## src/rtl/lsu_mem_controller_pkg.sv

```systemverilog
// Shared state encodings, funct3 constants and fault causes for the LSU memory controller.
package lsu_pkg;

   localparam logic [1:0] ST_IDLE  = 2'd0;
   localparam logic [1:0] ST_ISSUE = 2'd1;
   localparam logic [1:0] ST_WAIT  = 2'd2;
   localparam logic [1:0] ST_DONE  = 2'd3;

   typedef enum logic [1:0] {
      IDLE  = ST_IDLE,
      ISSUE = ST_ISSUE,
      WAIT  = ST_WAIT,
      DONE  = ST_DONE
   } lsu_state_e;

   localparam logic [2:0] F3_B  = 3'b000;
   localparam logic [2:0] F3_H  = 3'b001;
   localparam logic [2:0] F3_W  = 3'b010;
   localparam logic [2:0] F3_BU = 3'b100;
   localparam logic [2:0] F3_HU = 3'b101;

   typedef enum logic [1:0] {
      CAUSE_NONE     = 2'b00,
      CAUSE_MISALIGN = 2'b01,
      CAUSE_TIMEOUT  = 2'b10,
      CAUSE_FUNCT3   = 2'b11
   } lsu_cause_e;

   // Stores have no unsigned variants, so only B/H/W are legal for them.
   function automatic logic f3_legal(input logic we, input logic [2:0] f3);
      if (we) begin
         return (f3 == F3_B) || (f3 == F3_H) || (f3 == F3_W);
      end
      return (f3 == F3_B) || (f3 == F3_H) || (f3 == F3_W) || (f3 == F3_BU) || (f3 == F3_HU);
   endfunction

endpackage

```

## src/rtl/lsu_mem_controller_if.sv

```systemverilog
// Single-port data-memory bus: valid/ready request channel plus rvalid read-response channel.
interface lsu_mem_controller_if;
   logic        mem_valid;
   logic        mem_ready;
   logic        mem_we;
   logic [31:0] mem_addr;
   logic [3:0]  mem_wstrb;
   logic [31:0] mem_wdata;
   logic        mem_rvalid;
   logic [31:0] mem_rdata;

   modport master (
      output mem_valid, mem_we, mem_addr, mem_wstrb, mem_wdata,
      input  mem_ready, mem_rvalid, mem_rdata
   );

   modport slave (
      input  mem_valid, mem_we, mem_addr, mem_wstrb, mem_wdata,
      output mem_ready, mem_rvalid, mem_rdata
   );
endinterface

```

## src/rtl/lsu_mem_controller_load_align.sv

```systemverilog
// Selects the addressed byte/halfword from a raw memory word and sign- or zero-extends it.
module lsu_load_align
   import lsu_pkg::*;
(
   input  logic [31:0] raw_i,
   input  logic [1:0]  off_i,
   input  logic [2:0]  funct3_i,
   output logic [31:0] data_o
);

   logic [7:0]  byte_sel;
   logic [15:0] half_sel;

   always_comb begin
      byte_sel = raw_i[{off_i, 3'b000} +: 8];
      half_sel = off_i[1] ? raw_i[31:16] : raw_i[15:0];
      case (funct3_i)
         F3_B:    data_o = {{24{byte_sel[7]}}, byte_sel};
         F3_BU:   data_o = {24'd0, byte_sel};
         F3_H:    data_o = {{16{half_sel[15]}}, half_sel};
         F3_HU:   data_o = {16'd0, half_sel};
         default: data_o = raw_i;
      endcase
   end

endmodule

```

## src/rtl/lsu_mem_controller.sv

```systemverilog
// MEM-stage load/store sequencer: legality check, store lane steering, bus handshake,
// timeout and load extension, holding the pipeline until a single response is produced.
module lsu_mem_controller
   import lsu_pkg::*;
#(
   parameter int TIMEOUT_CYCLES = 16,
   parameter int TO_W           = $clog2(TIMEOUT_CYCLES + 1)
) (
   input  logic                 clk,
   input  logic                 rst,
   input  logic                 req_valid_i,
   input  logic                 req_we_i,
   input  logic [2:0]           req_funct3_i,
   input  logic [31:0]          req_addr_i,
   input  logic [31:0]          req_wdata_i,
   output logic                 stall_o,
   output logic                 rsp_valid_o,
   output logic [31:0]          rsp_rdata_o,
   output logic                 rsp_fault_o,
   output logic [1:0]           rsp_cause_o,
   lsu_mem_controller_if.master mem
);

   logic [1:0]      state_q, state_d;
   logic [TO_W-1:0] cnt_q, cnt_d;
   logic            fault_q, fault_d;
   lsu_cause_e      cause_q, cause_d;
   logic [31:0]     rdata_q, rdata_d;
   logic [31:0]     addr_q, addr_d, wdata_q, wdata_d;
   logic [3:0]      strb_q, strb_d;
   logic [2:0]      f3_q, f3_d;
   logic            we_q, we_d;

   lsu_cause_e      req_cause;
   logic [3:0]      st_strb;
   logic [31:0]     st_data;
   logic [31:0]     load_ext;
   logic            to_hit;

   // Illegal funct3 outranks misalignment.
   always_comb begin
      if (!f3_legal(req_we_i, req_funct3_i)) begin
         req_cause = CAUSE_FUNCT3;
      end else if (((req_funct3_i[1:0] == 2'b01) && req_addr_i[0]) ||
                   ((req_funct3_i[1:0] == 2'b10) && (req_addr_i[1:0] != 2'b00))) begin
         req_cause = CAUSE_MISALIGN;
      end else begin
         req_cause = CAUSE_NONE;
      end
   end

   always_comb begin
      st_strb = 4'b0000;
      st_data = '0;
      if (req_we_i) begin
         case (req_funct3_i)
            F3_B: begin
               st_strb = 4'b0001 << req_addr_i[1:0];
               st_data = {24'd0, req_wdata_i[7:0]} << {req_addr_i[1:0], 3'b000};
            end
            F3_H: begin
               st_strb = req_addr_i[1] ? 4'b1100 : 4'b0011;
               st_data = req_addr_i[1] ? {req_wdata_i[15:0], 16'd0} : {16'd0, req_wdata_i[15:0]};
            end
            default: begin
               st_strb = 4'b1111;
               st_data = req_wdata_i;
            end
         endcase
      end
   end

   lsu_load_align u_align (
      .raw_i    (mem.mem_rdata),
      .off_i    (addr_q[1:0]),
      .funct3_i (f3_q),
      .data_o   (load_ext)
   );

   assign to_hit = (cnt_q == TO_W'(TIMEOUT_CYCLES - 1));

   always_comb begin
      state_d = state_q;
      cnt_d   = cnt_q;
      fault_d = fault_q;
      cause_d = cause_q;
      rdata_d = rdata_q;
      addr_d  = addr_q;
      wdata_d = wdata_q;
      strb_d  = strb_q;
      f3_d    = f3_q;
      we_d    = we_q;
      case (state_q)
         ST_IDLE: begin
            if (req_valid_i && (req_cause == CAUSE_NONE)) begin
               state_d = ST_ISSUE;
               cnt_d   = '0;
               addr_d  = req_addr_i;
               wdata_d = st_data;
               strb_d  = st_strb;
               f3_d    = req_funct3_i;
               we_d    = req_we_i;
            end else if (req_valid_i) begin
               state_d = ST_DONE;
               fault_d = 1'b1;
               cause_d = req_cause;
               rdata_d = '0;
            end
         end
         ST_ISSUE: begin
            cnt_d = cnt_q + TO_W'(1);
            if (mem.mem_ready && we_q) begin
               state_d = ST_DONE;
               fault_d = 1'b0;
               cause_d = CAUSE_NONE;
               rdata_d = '0;
            end else if (mem.mem_ready) begin
               state_d = ST_WAIT;
            end else if (to_hit) begin
               state_d = ST_DONE;
               fault_d = 1'b1;
               cause_d = CAUSE_TIMEOUT;
               rdata_d = '0;
            end
         end
         ST_WAIT: begin
            cnt_d = cnt_q + TO_W'(1);
            if (mem.mem_rvalid) begin
               state_d = ST_DONE;
               fault_d = 1'b0;
               cause_d = CAUSE_NONE;
               rdata_d = load_ext;
            end else if (to_hit) begin
               state_d = ST_DONE;
               fault_d = 1'b1;
               cause_d = CAUSE_TIMEOUT;
               rdata_d = '0;
            end
         end
         default: state_d = ST_IDLE;
      endcase
   end

   always_ff @(posedge clk) begin
      if (rst) begin
         state_q <= ST_IDLE;
         cnt_q   <= '0;
         fault_q <= 1'b0;
         cause_q <= CAUSE_NONE;
         rdata_q <= '0;
      end else begin
         state_q <= state_d;
         cnt_q   <= cnt_d;
         fault_q <= fault_d;
         cause_q <= cause_d;
         rdata_q <= rdata_d;
      end
   end

   // Request fields are only meaningful while ISSUE/WAIT, so they carry no reset.
   always_ff @(posedge clk) begin
      addr_q  <= addr_d;
      wdata_q <= wdata_d;
      strb_q  <= strb_d;
      f3_q    <= f3_d;
      we_q    <= we_d;
   end

   assign stall_o     = ((state_q == ST_IDLE) && req_valid_i) || (state_q == ST_ISSUE) ||
                        (state_q == ST_WAIT);
   assign rsp_valid_o = (state_q == ST_DONE);
   assign rsp_rdata_o = rdata_q;
   assign rsp_fault_o = fault_q;
   assign rsp_cause_o = cause_q;

   assign mem.mem_valid = (state_q == ST_ISSUE);
   assign mem.mem_we    = we_q;
   assign mem.mem_addr  = {addr_q[31:2], 2'b00};
   assign mem.mem_wstrb = strb_q;
   assign mem.mem_wdata = wdata_q;

endmodule
```

## src/flat_wrapper.sv

```systemverilog
// flat-port wrapper written by rule: the top's interface ports become plain ports
module lsu_mem_controller_flat import lsu_pkg::*;
#(
   parameter int TIMEOUT_CYCLES = 16,
   parameter int TO_W           = $clog2(TIMEOUT_CYCLES + 1)
)
  (clk, rst, req_valid_i, req_we_i, req_funct3_i, req_addr_i, req_wdata_i, stall_o, rsp_valid_o, rsp_rdata_o, rsp_fault_o, rsp_cause_o, mem_mem_valid, mem_mem_we, mem_mem_addr, mem_mem_wstrb, mem_mem_wdata, mem_mem_ready, mem_mem_rvalid, mem_mem_rdata);
  lsu_mem_controller_if mem_i ();
  input  logic clk;
  input  logic rst;
  input  logic req_valid_i;
  input  logic req_we_i;
  input  logic [2:0] req_funct3_i;
  input  logic [31:0] req_addr_i;
  input  logic [31:0] req_wdata_i;
  output logic stall_o;
  output logic rsp_valid_o;
  output logic [31:0] rsp_rdata_o;
  output logic rsp_fault_o;
  output logic [1:0] rsp_cause_o;
  output wire logic [$bits(mem_i.mem_valid)-1:0] mem_mem_valid;
  output wire logic [$bits(mem_i.mem_we)-1:0] mem_mem_we;
  output wire logic [$bits(mem_i.mem_addr)-1:0] mem_mem_addr;
  output wire logic [$bits(mem_i.mem_wstrb)-1:0] mem_mem_wstrb;
  output wire logic [$bits(mem_i.mem_wdata)-1:0] mem_mem_wdata;
  input wire logic [$bits(mem_i.mem_ready)-1:0] mem_mem_ready;
  input wire logic [$bits(mem_i.mem_rvalid)-1:0] mem_mem_rvalid;
  input wire logic [$bits(mem_i.mem_rdata)-1:0] mem_mem_rdata;
  assign mem_mem_valid = mem_i.mem_valid;
  assign mem_mem_we = mem_i.mem_we;
  assign mem_mem_addr = mem_i.mem_addr;
  assign mem_mem_wstrb = mem_i.mem_wstrb;
  assign mem_mem_wdata = mem_i.mem_wdata;
  assign mem_i.mem_ready = mem_mem_ready;
  assign mem_i.mem_rvalid = mem_mem_rvalid;
  assign mem_i.mem_rdata = mem_mem_rdata;
  lsu_mem_controller #(.TIMEOUT_CYCLES(TIMEOUT_CYCLES), .TO_W(TO_W)) u_core (.clk(clk), .rst(rst), .req_valid_i(req_valid_i), .req_we_i(req_we_i), .req_funct3_i(req_funct3_i), .req_addr_i(req_addr_i), .req_wdata_i(req_wdata_i), .stall_o(stall_o), .rsp_valid_o(rsp_valid_o), .rsp_rdata_o(rsp_rdata_o), .rsp_fault_o(rsp_fault_o), .rsp_cause_o(rsp_cause_o), .mem(mem_i));
endmodule
```

## config.mk

```make
export PLATFORM = sky130hd
export DESIGN_NAME = lsu_mem_controller_flat
export DESIGN_NICKNAME = d
export VERILOG_FILES = /design/src/rtl/lsu_mem_controller_pkg.sv /design/src/rtl/lsu_mem_controller_if.sv /design/src/rtl/lsu_mem_controller_load_align.sv /design/src/rtl/lsu_mem_controller.sv /design/src/flat_wrapper.sv
export SDC_FILE = /design/constraint.sdc
export NUM_CORES = 1
export LEC_CHECK = 0
export CORE_ASPECT_RATIO = 0.9
export CORE_MARGIN = 2
export CORE_UTILIZATION = 40
export CTS_CLUSTER_SIZE = 40
export DETAILED_ROUTE_END_ITERATION = 12
export MAX_ROUTING_LAYER = met4
export PLACE_DENSITY = 0.88
export SLEW_MARGIN = 15
export SYNTH_ARGS = -nofsm -noshare
export SYNTH_HDL_FRONTEND = slang
export SYNTH_SLANG_ARGS = --single-unit
```

## constraint.sdc

```tcl
create_clock -name clk -period 2.81 [get_ports clk]
set_input_delay 0.281 -clock clk [delete_from_list [all_inputs] [get_ports clk]]
set_output_delay 0.281 -clock clk [all_outputs]
set_load 0.05 [all_outputs]
```

==> results of run 1 <==
-- registers in the layout, summed over array words and instances (netlist names) --
register,cells
u_core.f3_q,3
u_core.mem.mem_we,1
u_core.cnt_q,5
u_core.mem.mem_wdata,32
u_core.state_q,2
u_core.mem.mem_wstrb,4
u_core.addr_q,32
u_core.rsp_fault_o,1
u_core.rsp_cause_o,2
u_core.rsp_rdata_o,32
-- power groups by stage --
stage,logic (uW),registers (uW),clock network [uW]
after global placement,1650,2060,0
after floorplan,879,2300,0
final,1710,2040,2070
after CTS,1700,2030,2100
after detailed placement,1690,2070,0
after global routing,1800,2050,2180
-- kinds of logic after synthesis --
logic type | after synthesis | synth area share (%)
flip-flops | 114 | 54.6
buffers and inverters | 102 | 9.62
multiplexers | 8 | 1.75
adder cells (fa/ha/maj) | 6 | 1.36
other | 1 | 0.0681
AO/OA/AOI/OAI | 117 | 17.2
AND/OR/NAND/NOR | 141 | 15.4
-- layer usage --
| metal | part of all wire [%] | routed length, um | up-vias |
|---|---|---|---|
| met4 | 2.0 | 323 | 0 |
| met2 | 50 | 7940 | 212 |
| met3 | 6.6 | 1040 | 32 |
| met5 | 0 | 0 | - |
| met1 | 41 | 6570 | 2253 |
| li1 | - | - | 2160 |
-- area by class of cell --
cell class | count | area share, %
Clock buffer | 21 | 5.65
Timing Repair Buffer | 225 | 27.3
Multi-Input combinational cell | 274 | 24.4
Inverter | 40 | 1.84
Sequential cell | 114 | 36.9
Clock inverter | 11 | 1.38
Tap cell | 168 | 2.58
-- how the worst min path moves through the flow --
| stage | end | slack (ns) | depth (start not counted) |
|---|---|---|---|
| 2_1_floorplan | u_core.addr_q[0] | 0.38 | 0 |
| 3_3_place_gp | u_core.rsp_rdata_o[20] | 0.44 | 2 |
| 3_5_place_dp | u_core.rsp_rdata_o[17] | 0.45 | 2 |
| 4_1_cts | u_core.addr_q[21] | 0.41 | 1 |
| 5_1_grt | u_core.addr_q[8] | 0.41 | 1 |
| 6_report | u_core.addr_q[21] | 0.43 | 1 |
-- critical path, stage by stage, from the launching register on --
cell     delay, ns
dfxtp_1       0.43
inv_1         0.10
ha_1          0.32
nor2b_4       0.18
or3_1         0.48
or4_4         0.67
o32ai_1       0.37
-- cells in the mapped netlist, types with 7 or more instances --
library cell,instances,area [um2]
a21oi_1,17,85.1
a222oi_1,8,80.1
a22oi_1,16,120
and3_1,17,106
buf_4,33,248
clkbuf_1,21,78.8
dfxtp_1,42,841
edfxtp_1,72,2160
inv_1,38,143
nand2_1,16,60.1
nand2b_1,7,43.8
nor2_1,9,33.8
nor2b_1,48,300
o21ai_0,12,60.1
o22ai_1,8,50.1
o32ai_1,16,140
o32ai_2,10,163
-- stage by stage --
step,hold WS [ns],total power (uW)
2_1_floorplan,0.380,3180
6_report,0.427,5810
3_3_place_gp,0.444,3710
4_1_cts,0.408,5840
3_5_place_dp,0.451,3750
5_1_grt,0.411,6030
==> flow_summary.yaml, run 1 <==
clocking:
  path_clk_slew_ns: 0.06
  cts_root_buffer: "clkbuf_16"
  cts_buffer_depth: 2
  clock_latency_ns: 0.40
  cts_tree: "done"
  cts.sinks: 114
  post_cts_buffers: 0
  htree_levels: 4
  cts_made_buffers: 17
  ctsHoldBuffers: 0
  post_cts_resized: 0
timing:
  hold_violations: 0
  slew_violations: 0
  setup_ws_ns: 0.143
  slew_headroom_pct: 52.5
  setup_viol_count_final: 0
  fin_crit_ns: 2.67
  rsz0062_at_grt: "false"
  fin_crit_sh_pct: 94.9
  worstMarginPinSlew_ns: 0.708
  tns_ns: 0
  finClkSkew_ns: 0.00891
  fmax_ghz: 0.375
drt:
  drtIter0Drc: 343
  vias: 4657
  detail-route-antenna-nets: 0
  drt_wl_total_mm: 15.9
  viasPerCell: 5.46
  drt_pass1_iterations: 6
  routedWlPerCell_um: 18.6
  drc: 0
synthesis:
  async_flop_share_pct: 0
  synth_area_um2: 5500
  postSynthCellCount: 489
  synth_edf_count: 72
  synth_top_flop_cell: "edfxtp_1"
  yosysWarnings: 0
  syn_area_per_cell_um2: 11.3
  ys_seq_area_share_pct: 54.6
  ys_ff_latch: 114
  yosysUniqueCellTypes: 60
die:
  dieArea_um2: 14700
  die_x_um: 128
  die_h_um: 115
  coreArea_um2: 13400
  fp-row-count: 40
  initial_core_util_pct: 41.0
  io_pins: 212
cells_and_area:
  seq_area_um2: 3000
  antenna_cells: 0
  fin_util_pct: 60.7
  layout_commonest_cell: "clkdlybuf4s50_1"
  final_cell_area_um2: 8140
  multi_input_area_um2: 1980
  nNetsFinal: 783
  fillCellCount: 1056
  drive_above_1_share_pct: 9.78
  mostFrequentLayoutCells: "clkdlybuf4s50_1, edfxtp_1, nor2b_1"
  stdcell_count: 853
  syn2layout_area_growth_pct: 48.0
placed_design:
  place.gp.congestion: 0.977
  dpl.hpwl_mm: 11.5
  pre_cts_ws_ns: 0.0962
  io_buffers: 209
  placed_area_um2: 7570
  dp_cells: 821
grt:
  grt-ovfl-total: 0
  grt_antenna_before_repair: 0
  grt_pass1_wl_mm: 23.7
  use_met2_pct: 34.0
  grt_max_degree: 74
  grt_use_met3_pct: 5.26
  top_usage_layer: "met2"
  grt_pass1_vias: 4510
  grt.met1_usage_pct: 26.1
  grt_usage_pct: 21.5
job:
  drv_cap: 0
power:
  switching_share_pct: 32.5
  p_int_uw: 3930
  p_sw_uw: 1890
  clockPowerShare_pct: 35.5
  ir_drop_mv: 0.642
  total_leakage_power_uw: 0.00286
  pwr-share-seq_pct: 35.0
  p_per_area_nw_per_um2: 714
  p_comb_share_pct: 29.4
setup_path:
  cp-endpoint: "u_core.rsp_rdata_o[20]"
  worstSetupStartpoint: "u_core.state_q[0]"
  crit_type: "reg2reg"
  crit_fanout: 29
  regToRegSetupSlack_ns: 0.14
  cp.arrival_ns: 2.97
  cp.required_ns: 3.11
  r2r_end: "u_core.rsp_rdata_o[20]"
  r2r_start: "u_core.state_q[0]"
  reg2regPathDepth: 6
  cp-end-kind: "flop"
  cp-start-kind: "flop"
status:
  status: "complete, no violations"
worst_hold_path:
  hp-class: "in2reg"
  holdCritStartpoint: "req_addr_i[21]"
No activity file was read; power rests on OpenSTA's default activity.
==> inputs of run 2 (changes only) <==
--- a/config.mk
+++ b/config.mk
@@ -12,6 +12,7 @@
 export DETAILED_ROUTE_END_ITERATION = 12
 export MAX_ROUTING_LAYER = met4
 export PLACE_DENSITY = 0.88
+export SKIP_CTS_REPAIR_TIMING = 1
 export SLEW_MARGIN = 15
 export SYNTH_ARGS = -nofsm -noshare
 export SYNTH_HDL_FRONTEND = slang
==> results of run 2 <==
Final layout, timing and power as in run 1 (identical DEF).
==> inputs of run 3 (changes only) <==
--- a/config.mk
+++ b/config.mk
@@ -5,13 +5,15 @@
 export SDC_FILE = /design/constraint.sdc
 export NUM_CORES = 1
 export LEC_CHECK = 0
+export ABC_AREA = 1
 export CORE_ASPECT_RATIO = 0.9
 export CORE_MARGIN = 2
-export CORE_UTILIZATION = 40
+export CORE_UTILIZATION = 41
 export CTS_CLUSTER_SIZE = 40
 export DETAILED_ROUTE_END_ITERATION = 12
 export MAX_ROUTING_LAYER = met4
 export PLACE_DENSITY = 0.88
+export SETUP_SLACK_MARGIN = 0.05
 export SKIP_CTS_REPAIR_TIMING = 1
 export SLEW_MARGIN = 15
 export SYNTH_ARGS = -nofsm -noshare
==> run 3 against run 2 <==
Register-to-register slack improved by 0.40 ns. Clock-buffer cell count decreased by 4. Combinational power increased by 19%. Clock power increased by 5%. Global-route usage increased by 2.4 points. First-iteration DRC count increased by 69%. Cell count increased by 30%. Total power increased by 8.1%.
==> flow_summary.yaml, run 3 <==
status:
  status: "complete, no violations"
cells_and_area:
  nNetsFinal: 1020
  antenna_cells: 0
  seq_area_um2: 3000
  fillCellCount: 1202
  stdcell_count: 1113
  layout_commonest_cell: "nand2_1"
  syn2layout_area_growth_pct: 44.5
  multi_input_area_um2: 2270
  drive_above_1_share_pct: 6.09
  mostFrequentLayoutCells: "nand2_1, clkdlybuf4s50_1, a21oi_1"
grt:
  grt_pass1_vias: 5520
  grt-ovfl-total: 0
  grt_use_met3_pct: 8.45
  grt_antenna_before_repair: 0
  use_met2_pct: 38.9
  grt.met1_usage_pct: 27.7
  top_usage_layer: "met2"
  grt_pass1_wl_mm: 27.4
  grt_usage_pct: 23.9
  grt_max_degree: 73
drt:
  drt_wl_total_mm: 17.8
  drtIter0Drc: 580
  vias: 5806
  drc: 0
  viasPerCell: 5.22
  routedWlPerCell_um: 16.0
  drt_pass1_iterations: 6
  detail-route-antenna-nets: 0
setup_path:
  regToRegSetupSlack_ns: 0.54
  cp.arrival_ns: 2.17
  cp.required_ns: 2.53
  crit_type: "reg2out"
  cp-end-kind: "output port"
  worstSetupStartpoint: "u_core.state_q[0]"
  r2r_end: "u_core.rsp_rdata_o[26]"
  crit_fanout: 5
  cp-start-kind: "flop"
  reg2regPathDepth: 10
  r2r_start: "u_core.state_q[0]"
synthesis:
  yosysTopAreaCell: "edfxtp_1"
  ys_seq_area_share_pct: 50.9
  syn_area_per_cell_um2: 8.07
  synth_edf_count: 72
  ys_ff_latch: 114
  async_flop_share_pct: 0
  yosysWarnings: 0
  synth_top_area_share_pct: 36.7
  yosysUniqueCellTypes: 36
  synth.most_common_cell: "nand2_1"
  synth_area_um2: 5900
  synth_common_cells: "nand2_1, a21oi_1, edfxtp_1"
  synth_area_leaders: "edfxtp_1, nand2_1, dfxtp_1, a21oi_1, buf_4"
  synth_top_flop_cell: "edfxtp_1"
  postSynthCellCount: 731
timing:
  fmax_ghz: 0.408
  worstMarginPinSlew_ns: 0.745
  tns_ns: 0
  fin_crit_sh_pct: 87.2
  finClkSkew_ns: 0.00757
  setup_viol_count_final: 0
  slew_headroom_pct: 50.1
  hold_violations: 0
  rsz0062_at_grt: "false"
  fin_crit_ns: 2.45
  hold_slack_ns: 0.427
  slew_violations: 0
die:
  fp-row-count: 41
  coreArea_um2: 14100
  die_x_um: 130
  dieArea_um2: 15400
  die_h_um: 118
  initial_core_util_pct: 42.0
  io_pins: 212
worst_hold_path:
  hp-class: "in2reg"
  holdCritStartpoint: "req_addr_i[29]"
  hold_end: "u_core.addr_q[29]"
  hold_depth: 1
clocking:
  cts.sinks: 114
  cts_tree: "done"
  cts_buffer_depth: 2
  htree_levels: 4
  path_clk_slew_ns: 0.05
  cts_made_buffers: 17
  clock_latency_ns: 0.41
  cts_root_buffer: "clkbuf_16"
job:
  drv_cap: 0
power:
  ir_drop_mv: 0.581
  total_leakage_power_uw: 0.00340
  p_per_area_nw_per_um2: 737
placed_design:
  place.gp.congestion: 0.948
  dp_cells: 1083
  io_buffers: 209
  dpl.hpwl_mm: 12.9
==> run 3: cell count changes in the layout (fill, tap and decap cells not counted), sizes merged, moves of 41 or more <==
cell and change:
nor2b -49, nand3 +41, nor2 +44, nand2 +227, a21oi +73
==> run 3: power breakdown <==
part / switching, uW / internal, uW / leakage, uW
clock: 730 / 1450 / 0.000283
combinational: 1400 / 633 / 0.00211
sequential: 91.9 / 1970 / 0.00100
total: 2230 / 4060 / 0.00340
==> run 3: routing by layer <==
metal  vias to the layer above  routed length [um]
met2                       358                8580
li1                       2734                   -
met1                      2681                6630
met4                         0                 387
met5                         -                   0
met3                        33                2200
==> run 3: metrics by stage <==
stage / worst slack (ns) / instance area, um2 / util, % / total power [uW]
after floorplan: 0.0815 / 5900 / - / 3510
after CTS: 0.368 / 8520 / 60.6 / 6300
final: 0.358 / 8520 / 60.6 / 6290
after detailed placement: 0.417 / 7930 / 56.4 / 4110
after global routing: 0.271 / 8520 / 60.6 / 6530
after global placement: 0.516 / 7930 / 56.4 / 4080
==> run 3: worst max-delay path: stages (launching register included) <==
cell and delay (ns):
dfxtp_1 0.35, inv_1 0.12, ha_1 0.25, nand2_1 0.14
nand2_1 0.11, clkdlybuf4s50_1 0.80
==> run 3: layout make-up <==
class | count | area share (%)
clock buffer | 17 | 4.99
clock inverter | 13 | 1.98
inverter | 66 | 2.91
multi-input combinational | 492 | 26.6
sequential | 114 | 35.2
tap | 193 | 2.83
timing repair buffer | 218 | 25.5
==> run 3: logic make-up (layout without fill, tap and decap cells) <==
group | Yosys count | after routing | share of synthesized area, %
AO/OA/AOI/OAI | 132 | 132 | 12.1
adder cells (fa/ha/maj) | 6 | 6 | 1.27
buffers and inverters | 126 | 314 | 10.7
flip-flops | 114 | 114 | 50.9
other | 1 | 2 | 0.0636
AND/OR/NAND/NOR | 352 | 352 | 24.9
==> run 3: worst max path at each step <==
stage | to | slack [ns] | depth (start not counted)
global placement | u_core.mem.mem_wdata[26] | 0.52 | 10
floorplan | u_core.addr_q[0] | 0.08 | 5
global route | stall_o | 0.27 | 5
finish | stall_o | 0.36 | 5
CTS | stall_o | 0.37 | 5
detailed placement | u_core.rsp_rdata_o[22] | 0.42 | 9
